**src/rtl/vedic_mult_pipe.sv**
```systemverilog
// Three-stage pipelined NxN Urdhva-Tiryagbhyam multiplier with valid/ready handshake and per-operation signed mode.
// Optional transfer counter (op_count / op_count_clr) is built only when VEDIC_MULT_OPCNT_EN is defined.

module vedic_mul_core #(
    parameter int W = 2
) (
    input  logic [W-1:0]   a,
    input  logic [W-1:0]   b,
    output logic [2*W-1:0] p
);
    generate
        if (W == 2) begin : g_cell
            // 2x2 leaf: partial-product ANDs folded with two half adders
            logic pp00, pp01, pp10, pp11, c1;
            assign pp00 = a[0] & b[0];
            assign pp10 = a[1] & b[0];
            assign pp01 = a[0] & b[1];
            assign pp11 = a[1] & b[1];
            assign c1   = pp10 & pp01;
            assign p[0] = pp00;
            assign p[1] = pp10 ^ pp01;
            assign p[2] = pp11 ^ c1;
            assign p[3] = pp11 & c1;
        end else begin : g_split
            localparam int H = W / 2;
            logic [W-1:0] ll, hl, lh, hh;
            logic [W:0]   mid;

            vedic_mul_core #(.W(H)) u_ll (.a(a[H-1:0]), .b(b[H-1:0]), .p(ll));
            vedic_mul_core #(.W(H)) u_hl (.a(a[W-1:H]), .b(b[H-1:0]), .p(hl));
            vedic_mul_core #(.W(H)) u_lh (.a(a[H-1:0]), .b(b[W-1:H]), .p(lh));
            vedic_mul_core #(.W(H)) u_hh (.a(a[W-1:H]), .b(b[W-1:H]), .p(hh));

            // Vertical terms sit side by side; the crosswise sum is added at the half offset
            assign mid = {1'b0, hl} + {1'b0, lh};
            assign p   = {hh, ll} + ({{(W-1){1'b0}}, mid} << H);
        end
    endgenerate
endmodule

module vedic_mult_pipe #(
    parameter int WIDTH = 8,
    parameter int OUT_W = 2 * WIDTH
) (
    input  logic             clk,
    input  logic             rst,
    input  logic             in_valid,
    output logic             in_ready,
    input  logic [WIDTH-1:0] a,
    input  logic [WIDTH-1:0] b,
    input  logic             signed_mode,
    output logic             out_valid,
    input  logic             out_ready,
    output logic [OUT_W-1:0] p,
`ifdef VEDIC_MULT_OPCNT_EN
    output logic [15:0]      op_count,
    input  logic             op_count_clr,
`endif
    output logic             p_signed
);
    localparam int H = WIDTH / 2;

    generate
        if ((WIDTH < 4) || ((WIDTH & (WIDTH - 1)) != 0) || (OUT_W != 2 * WIDTH)) begin : g_bad_param
            $error("vedic_mult_pipe: WIDTH must be a power of two >= 4 and OUT_W must equal 2*WIDTH");
        end
    endgenerate

    // Stage 1: magnitudes and sign
    logic             s1_valid_q, s1_valid_d;
    logic [WIDTH-1:0] s1_mag_a_q, s1_mag_a_d;
    logic [WIDTH-1:0] s1_mag_b_q, s1_mag_b_d;
    logic             s1_neg_q, s1_neg_d;
    logic             s1_smode_q, s1_smode_d;

    // Stage 2: sub-products, index = {b_half, a_half}
    logic             s2_valid_q, s2_valid_d;
    logic [WIDTH-1:0] s2_sub_q [4];
    logic [WIDTH-1:0] s2_sub_d [4];
    logic             s2_neg_q, s2_neg_d;
    logic             s2_smode_q, s2_smode_d;

    // Stage 3: final product
    logic             s3_valid_q, s3_valid_d;
    logic [OUT_W-1:0] s3_p_q, s3_p_d;
    logic             s3_smode_q, s3_smode_d;

    logic             advance;
    logic [WIDTH-1:0] abs_a, abs_b;
    logic [WIDTH-1:0] sub_prod [4];
    logic [OUT_W:0]   sum_ext;
    logic [WIDTH:0]   cross_sum;

    assign advance  = !(s3_valid_q && !out_ready);
    assign in_ready = advance;

    assign abs_a = (signed_mode && a[WIDTH-1]) ? (~a + WIDTH'(1)) : a;
    assign abs_b = (signed_mode && b[WIDTH-1]) ? (~b + WIDTH'(1)) : b;

    genvar gi;
    generate
        for (gi = 0; gi < 4; gi++) begin : g_sub
            vedic_mul_core #(.W(H)) u_sub (
                .a(s1_mag_a_q[(gi % 2) * H +: H]),
                .b(s1_mag_b_q[(gi / 2) * H +: H]),
                .p(sub_prod[gi])
            );
        end
    endgenerate

    // Index 0 = LL, 1 = HL (aH*bL), 2 = LH (aL*bH), 3 = HH
    assign cross_sum = {1'b0, s2_sub_q[1]} + {1'b0, s2_sub_q[2]};
    assign sum_ext   = {1'b0, s2_sub_q[3], s2_sub_q[0]}
                     + ({{WIDTH{1'b0}}, cross_sum} << H);

    always_comb begin
        s1_valid_d = s1_valid_q;
        s1_mag_a_d = s1_mag_a_q;
        s1_mag_b_d = s1_mag_b_q;
        s1_neg_d   = s1_neg_q;
        s1_smode_d = s1_smode_q;
        s2_valid_d = s2_valid_q;
        s2_neg_d   = s2_neg_q;
        s2_smode_d = s2_smode_q;
        for (int i = 0; i < 4; i++) begin
            s2_sub_d[i] = s2_sub_q[i];
        end
        s3_valid_d = s3_valid_q;
        s3_p_d     = s3_p_q;
        s3_smode_d = s3_smode_q;

        if (advance) begin
            s1_valid_d = in_valid;
            s2_valid_d = s1_valid_q;
            s3_valid_d = s2_valid_q;
            // Payloads only move with a valid token so p never shows bubble data
            if (in_valid) begin
                s1_mag_a_d = abs_a;
                s1_mag_b_d = abs_b;
                s1_neg_d   = signed_mode && (a[WIDTH-1] ^ b[WIDTH-1]);
                s1_smode_d = signed_mode;
            end
            if (s1_valid_q) begin
                for (int i = 0; i < 4; i++) begin
                    s2_sub_d[i] = sub_prod[i];
                end
                s2_neg_d   = s1_neg_q;
                s2_smode_d = s1_smode_q;
            end
            if (s2_valid_q) begin
                s3_p_d     = OUT_W'(s2_neg_q ? (~sum_ext + (OUT_W+1)'(1)) : sum_ext);
                s3_smode_d = s2_smode_q;
            end
        end
    end

    always_ff @(posedge clk or posedge rst) begin
        if (rst) begin
            s1_valid_q <= 1'b0;
            s1_mag_a_q <= '0;
            s1_mag_b_q <= '0;
            s1_neg_q   <= 1'b0;
            s1_smode_q <= 1'b0;
            s2_valid_q <= 1'b0;
            for (int i = 0; i < 4; i++) begin
                s2_sub_q[i] <= '0;
            end
            s2_neg_q   <= 1'b0;
            s2_smode_q <= 1'b0;
            s3_valid_q <= 1'b0;
            s3_p_q     <= '0;
            s3_smode_q <= 1'b0;
        end else begin
            s1_valid_q <= s1_valid_d;
            s1_mag_a_q <= s1_mag_a_d;
            s1_mag_b_q <= s1_mag_b_d;
            s1_neg_q   <= s1_neg_d;
            s1_smode_q <= s1_smode_d;
            s2_valid_q <= s2_valid_d;
            for (int i = 0; i < 4; i++) begin
                s2_sub_q[i] <= s2_sub_d[i];
            end
            s2_neg_q   <= s2_neg_d;
            s2_smode_q <= s2_smode_d;
            s3_valid_q <= s3_valid_d;
            s3_p_q     <= s3_p_d;
            s3_smode_q <= s3_smode_d;
        end
    end

    assign out_valid = s3_valid_q;
    assign p         = s3_p_q;
    assign p_signed  = s3_smode_q;

`ifdef VEDIC_MULT_OPCNT_EN
    logic [15:0] op_count_q, op_count_d;

    always_comb begin
        op_count_d = op_count_q;
        if (op_count_clr) begin
            op_count_d = 16'h0000;
        end else if (s3_valid_q && out_ready && (op_count_q != 16'hFFFF)) begin
            op_count_d = op_count_q + 16'h0001;
        end
    end

    always_ff @(posedge clk or posedge rst) begin
        if (rst) begin
            op_count_q <= 16'h0000;
        end else begin
            op_count_q <= op_count_d;
        end
    end

    assign op_count = op_count_q;
`endif
endmodule

```
**config.mk**
```make
export PLATFORM = sky130hd
export DESIGN_NAME = vedic_mult_pipe
export DESIGN_NICKNAME = d
export VERILOG_FILES = /design/src/rtl/vedic_mult_pipe.sv
export SDC_FILE = /design/constraint.sdc
export NUM_CORES = 1
export LEC_CHECK = 0
export ABC_AREA = 1
export BUFFER_PORTS_ARGS = -buffer_cell sky130_fd_sc_hd__buf_2
export CORE_MARGIN = 2
export CORE_UTILIZATION = 60
export DETAILED_ROUTE_END_ITERATION = 6
export GPL_ROUTABILITY_DRIVEN = 0
export PLACE_DENSITY = 0.8
export SKIP_LAST_GASP = 1
export SLEW_MARGIN = 20
export SYNTH_ARGS = -nofsm -noshare
export SYNTH_HDL_FRONTEND = slang
export SYNTH_SLANG_ARGS = --single-unit
export TNS_END_PERCENT = 30
```
**constraint.sdc**
```tcl
create_clock -name clk -period 9.5 [get_ports clk]
set_input_delay 0.475 -clock clk [delete_from_list [all_inputs] [get_ports clk]]
set_output_delay 0.475 -clock clk [all_outputs]
set_load 0.1 [all_outputs]
```
== Yosys cells after proc, flatten, opt, wreduce, memory -nomap -nowiden ==
Cells that the tools add are included.
Storage, ports and cells
  flip-flop bits (word level): 72
  input port bits: 21
  output and inout port bits: 19
Operators by class
  $add $sub $neg: 13
  mux-type cells: 3
  bitwise logic cells: 133
  reduce and logical (&&, ||, !) cells: 9
Operator list (count)
  1-bit AND: 96
  1-bit XOR: 33
  8-bit by 7-bit adder with 8-bit output: 4
  4-bit by 4-bit adder with 5-bit output: 4
  16-bit by 1-bit adder with 16-bit output, second input constant: 1
  16-bit by 13-bit adder with 16-bit output: 1
  8-bit by 1-bit adder with 8-bit output, second input constant: 2
  16-bit 2-to-1 mux: 1
  8-bit 2-to-1 mux: 2
  16-bit NOT: 1
  8-bit NOT: 2
  8-bit by 8-bit adder with 9-bit output: 1
  2-bit AND reduction: 3
  1-bit logical AND: 4
  1-bit zero test: 2
  1-bit NOT: 1

== Longest topological paths before layout ==
  depth after elaboration: 5
  gate-level depth with buffers: 23
  mapped depth without buffers: 23

== By module ==
From an unflattened synthesis, not the netlist that was laid out.
Unflattened totals
  cell total of the unflattened synthesis: 855
  area, all modules: 6491.2 um^2
Modules (own cells, without submodules)
  vedic_mult_pipe: times used 1, cells each 499, area each 4184.0 um^2, sequential area each 1801.7 um^2
  vedic_mul_core at g_sub[0].u_sub ...: times used 4, cells each 45, area each 326.6 um^2, sequential area each 0.0 um^2
  vedic_mul_core at g_sub[0].u_sub.g_split.u_hh ...: times used 16, cells each 11, area each 62.6 um^2, sequential area each 0.0 um^2

== Least setup slack after synthesis ==
No wires, ideal clock.
  path type: register to register
  start point: reg s2_sub_q[8] in the netlist's numbering
  end point: reg s3_p_q[14], in the netlist p[14]
  setup time: 0.120 ns
  arrival time: 2.888 ns
  path slack: 6.493 ns
  stages on the path, launching flop included: 20
  clock period less this slack: 3.007 ns
  path through: dfrtp_1 -> ha_1 -> inv_1 -> fa_1 -> o21ai_0 -> a21oi_1 -> o21ai_0 -> xnor2_1 -> inv_1 -> ha_1 -> nand2_1 -> inv_1 -> a21oi_1 -> nand3b_1 -> nand2_1 -> nand4_2 -> nand2_2 -> nand3_1 -> nand3_1 -> nand2_1
Between the ends
  longest elaborated chain between the ends: 5
Ends and longest elaborated chain
  from (decl): RTL line 78  | logic [WIDTH-1:0] s2_sub_q [4];
  from (signal, indexed assignment): RTL line 181  | s2_sub_q[i] <= s2_sub_d[i];
  8-bit by 8-bit adder with 9-bit output (*): RTL line 112  | assign cross_sum = {1'b0, s2_sub_q[1]} + {1'b0, s2_sub_q[2]};
  16-bit by 13-bit adder with 16-bit output (*): RTL line 114  | + ({{WIDTH{1'b0}}, cross_sum} << H);
  16-bit NOT: RTL line 151  | s3_p_d = OUT_W'(s2_neg_q ? (~sum_ext + (OUT_W+1)'(1)) : sum_ext);
  16-bit by 1-bit adder with 16-bit output: RTL line 151
  16-bit 2-to-1 mux (*): RTL line 151
  to (signal assigned): RTL line 186  | s3_p_q <= s3_p_d;
  to (decl): RTL line 85  | logic [OUT_W-1:0] s3_p_q, s3_p_d;
Every way passes the cells marked *; elsewhere a longest branch is shown, timed or not.
A chain may end at the register's enable or synchronous reset.

== Worst setup path in the final report ==
  start point: reg s2_sub_q[8] in the netlist's numbering
  end point: reg s3_p_q[15], in the netlist p[15]
The elaborated chain is that of the path after synthesis.

==> results.cfg <==
[synthesis]
synth.most_common_cell = nand2_1
ys_types = 30
yosys_warnings = 0
ys.flop_type = dfrtp_1
synth_edf_count = 0
seq_area_frac_synth_pct = 29.19
synthArstFlopShare_pct = 100.0
syn-num-nets = 947
synth-seq-cells = 72
synth.top_cells.by_area = dfrtp_1 29%, ha_1 18%, nand2_1 14%
avgSynthCellArea_sq_um = 7.474
synthCells = 826
syn_area_sq_um = 6173
yosysTopAreaCellShare_pct = 29.19
synth_commonest_cells = 233 x nand2_1, 128 x inv_1, 90 x ha_1
synth_top_area_cell = dfrtp_1

[worst_setup_path]
r2r-start = s2_sub_q[8]
worstPathArrival_ns = 3.64
start_kind = flip-flop
cp_cell_sequence = ha_1, inv_1, fa_1, o21ai_0, a21oi_1, o21ai_0, xnor2_1, inv_1, ha_1, nand2_1, inv_1, a21oi_1, nand3_1, nand2_1, nand4_2, nand2_2, nand3_1, nand3_1, nand2_1
end_kind = flip-flop
slowest_delay_ns = 0.39
worst-path-max-fanout = 3
r2r_end = p[15]
worstPathRequired_ns = 9.75
critPathKind = flip-flop to flip-flop
r2r.worst_path.cells = 19
reg2reg_slack_ns = 6.11
critPathSlowestCell = fa_1

[finish]
final_cells = 991
nets = 971
num_antenna_cells = 0
drive_above_1_share_pct = 10.06
area_growth_syn_to_layout_pct = 7.479

[die]
core-area_sq_um = 10140
start_util_pct = 60.89
die_width_microns = 105.4
ios = 40
rows = 37
die_area_sq_um = 11120
fp.dieH_microns = 105.4

[timing]
hold_slack_ns = 0.3794
maxSlewViolCount = 0
setup_viol = 0
tns_ns = 0
max_slew.worst_pin.slew_ns = 0.8802
finalCritPeriodShare_pct = 35.67
slew_headroom_pct = 41.18
finClkSkew_ns = 0.01527
timing.final.crit_period_ns = 3.388
hold_violations = 0
fmax_mhz = 295.1
rsz0062_at_grt = false

[detailed_routing]
wl_per_cell_microns = 12.28
first_pass_iters = 4
postRouteAntennaNets = 0
drc = 0
via_per_inst = 5.101
drtIter0Drc = 239
via_count = 5055
routed_wl_microns = 12170

[pwr]
seqPwrFrac_pct = 24.7
p_switching_mw = 1.163
total_leakage_power_nw = 4.108
power.share.switching_pct = 54.06
p_total_mw = 2.152
pwr-share-clk_pct = 11.5
p_int_mw = 0.9887
power.density_nw_per_um2 = 324.4
ir_drop_uv = 229.1
pwr-share-comb_pct = 63.8

[run]
drv_cap = 0

[run_status]
status = complete, no violations

[global_route]
grt_pass1_wl_microns = 21520
grt_max_degree = 73
antenna_found_initial = 0
grt_pass1_vias = 5003
grt_overflow = 0
grt_use_total_pct = 23.79

[clocking]
tritoncts = done
clockBufferDepth = 2
cts_sinks = 72
cts_setup_buffers = 0
cts_resized = 0
ctsHtreeMaxLevel = 3
holdBufCountCts = 0
cts_root_buffer = clkbuf_8
numCtsBuffers = 9
clkTransAtPathRegs_ns = 0.09
clk-insertion-delay-late_ns = 0.36

[placed_design]
portBuffers = 39
dp_hpwl_microns = 9701
place_inst = 975

[hold_path]
hp-class = input port to async pin
final cells by class:
type / instances / area (sq um)
Multi-Input combinational cell: 595 / 3757
Inverter: 131 / 491.7
Clock inverter: 6 / 66.31
Tap cell: 136 / 170.2
Timing Repair Buffer: 41 / 210.2
Clock buffer: 10 / 137.6
Fill cell: 865 / 3503
Sequential cell: 72 / 1802
metrics by stage:
step                utilization (%)  worst slack, ns  area [sq um]
finish                        65.44            6.112          6635
global placement              63.43            6.295          6431
global route                  65.44            5.635          6635
CTS                           65.44            6.111          6635
detailed placement            63.43            6.127          6431
floorplan                         -            6.493          6173
worst max-delay path by stage:
| stage | startpoint | endpoint | slack (ns) | depth (start not counted) |
|---|---|---|---|---|
| 5_1_grt | s2_sub_q[8] | p[15] | 5.64 | 20 |
| 2_1_floorplan | s2_sub_q[8] | p[14] | 6.49 | 19 |
| 3_3_place_gp | s2_sub_q[8] | p[15] | 6.30 | 19 |
| 6_report | s2_sub_q[8] | p[15] | 6.11 | 19 |
| 3_5_place_dp | s2_sub_q[8] | p[15] | 6.13 | 19 |
| 4_1_cts | s2_sub_q[8] | p[15] | 6.11 | 19 |
cell usage in the layout, fill, tap and decap left out, types with 3 or more instances in the layout:
cell type   instances
dfrtp_1            72
xor2_1             34
a21oi_1            30
nand2_1           233
ha_1               90
clkinvlp_4          3
nor3_1              4
fa_1               10
nor2_2              3
o21ai_0            58
a31oi_1             5
xnor2_1            14
nand4_1             5
buf_2              39
nand2_2            15
inv_1             127
nor2_1             40
nand3_1            33
o21bai_1            7
inv_2               4
a21o_1              4
clkbuf_8           10
sequential cells by signal, indices dropped and copies added (netlist names):
name and cells:
out_valid 1, s1_neg_q 1, s1_mag_a_q 8, s2_neg_q 1
s2_valid_q 1, s1_smode_q 1, s2_smode_q 1, s2_sub_q 32
p_signed 1, p 16, s1_valid_q 1, s1_mag_b_q 8
cell families after synthesis:
logic type / count (synthesis) / share of synthesized area (%)
buffers and inverters: 159 / 9.951
XOR/XNOR: 48 / 6.810
adder cells (fa/ha/maj): 100 / 21.48
AO/OA/AOI/OAI: 105 / 9.059
AND/OR/NAND/NOR: 342 / 23.51
flip-flops: 72 / 29.19
per-layer routing:
layer  wire [microns]  vias up  part of all wire [%]  track usage [%]
met4              286        0                   2.4            8.381
li1                 -     2642                     -                -
met3              516       19                   4.2            5.009
met2             6056      105                    50            42.90
met5                0        -                     0                0
met1             5307     2289                    44            27.80
worst max-delay path: cells and delay by family (launching register included):
| family | cells | cell delay, ns |
|---|---|---|
| compound gates | 4 | 0.88 |
| fa+ha+maj | 3 | 0.85 |
| simple gates | 8 | 0.83 |
| flops | 1 | 0.36 |
| buf+inv | 3 | 0.18 |
| xor+xnor | 1 | 0.15 |
power groups by stage:
stage | clock network (mW) | registers [mW] | logic, mW
final | 0.248 | 0.531 | 1.37
after global routing | 0.266 | 0.549 | 1.55
after CTS | 0.253 | 0.530 | 1.38
after detailed placement | 0 | 0.536 | 1.36
after global placement | 0 | 0.529 | 1.32
after floorplan | 0 | 0.717 | 0.942
Note: power is estimated with default switching activity, not from simulation.
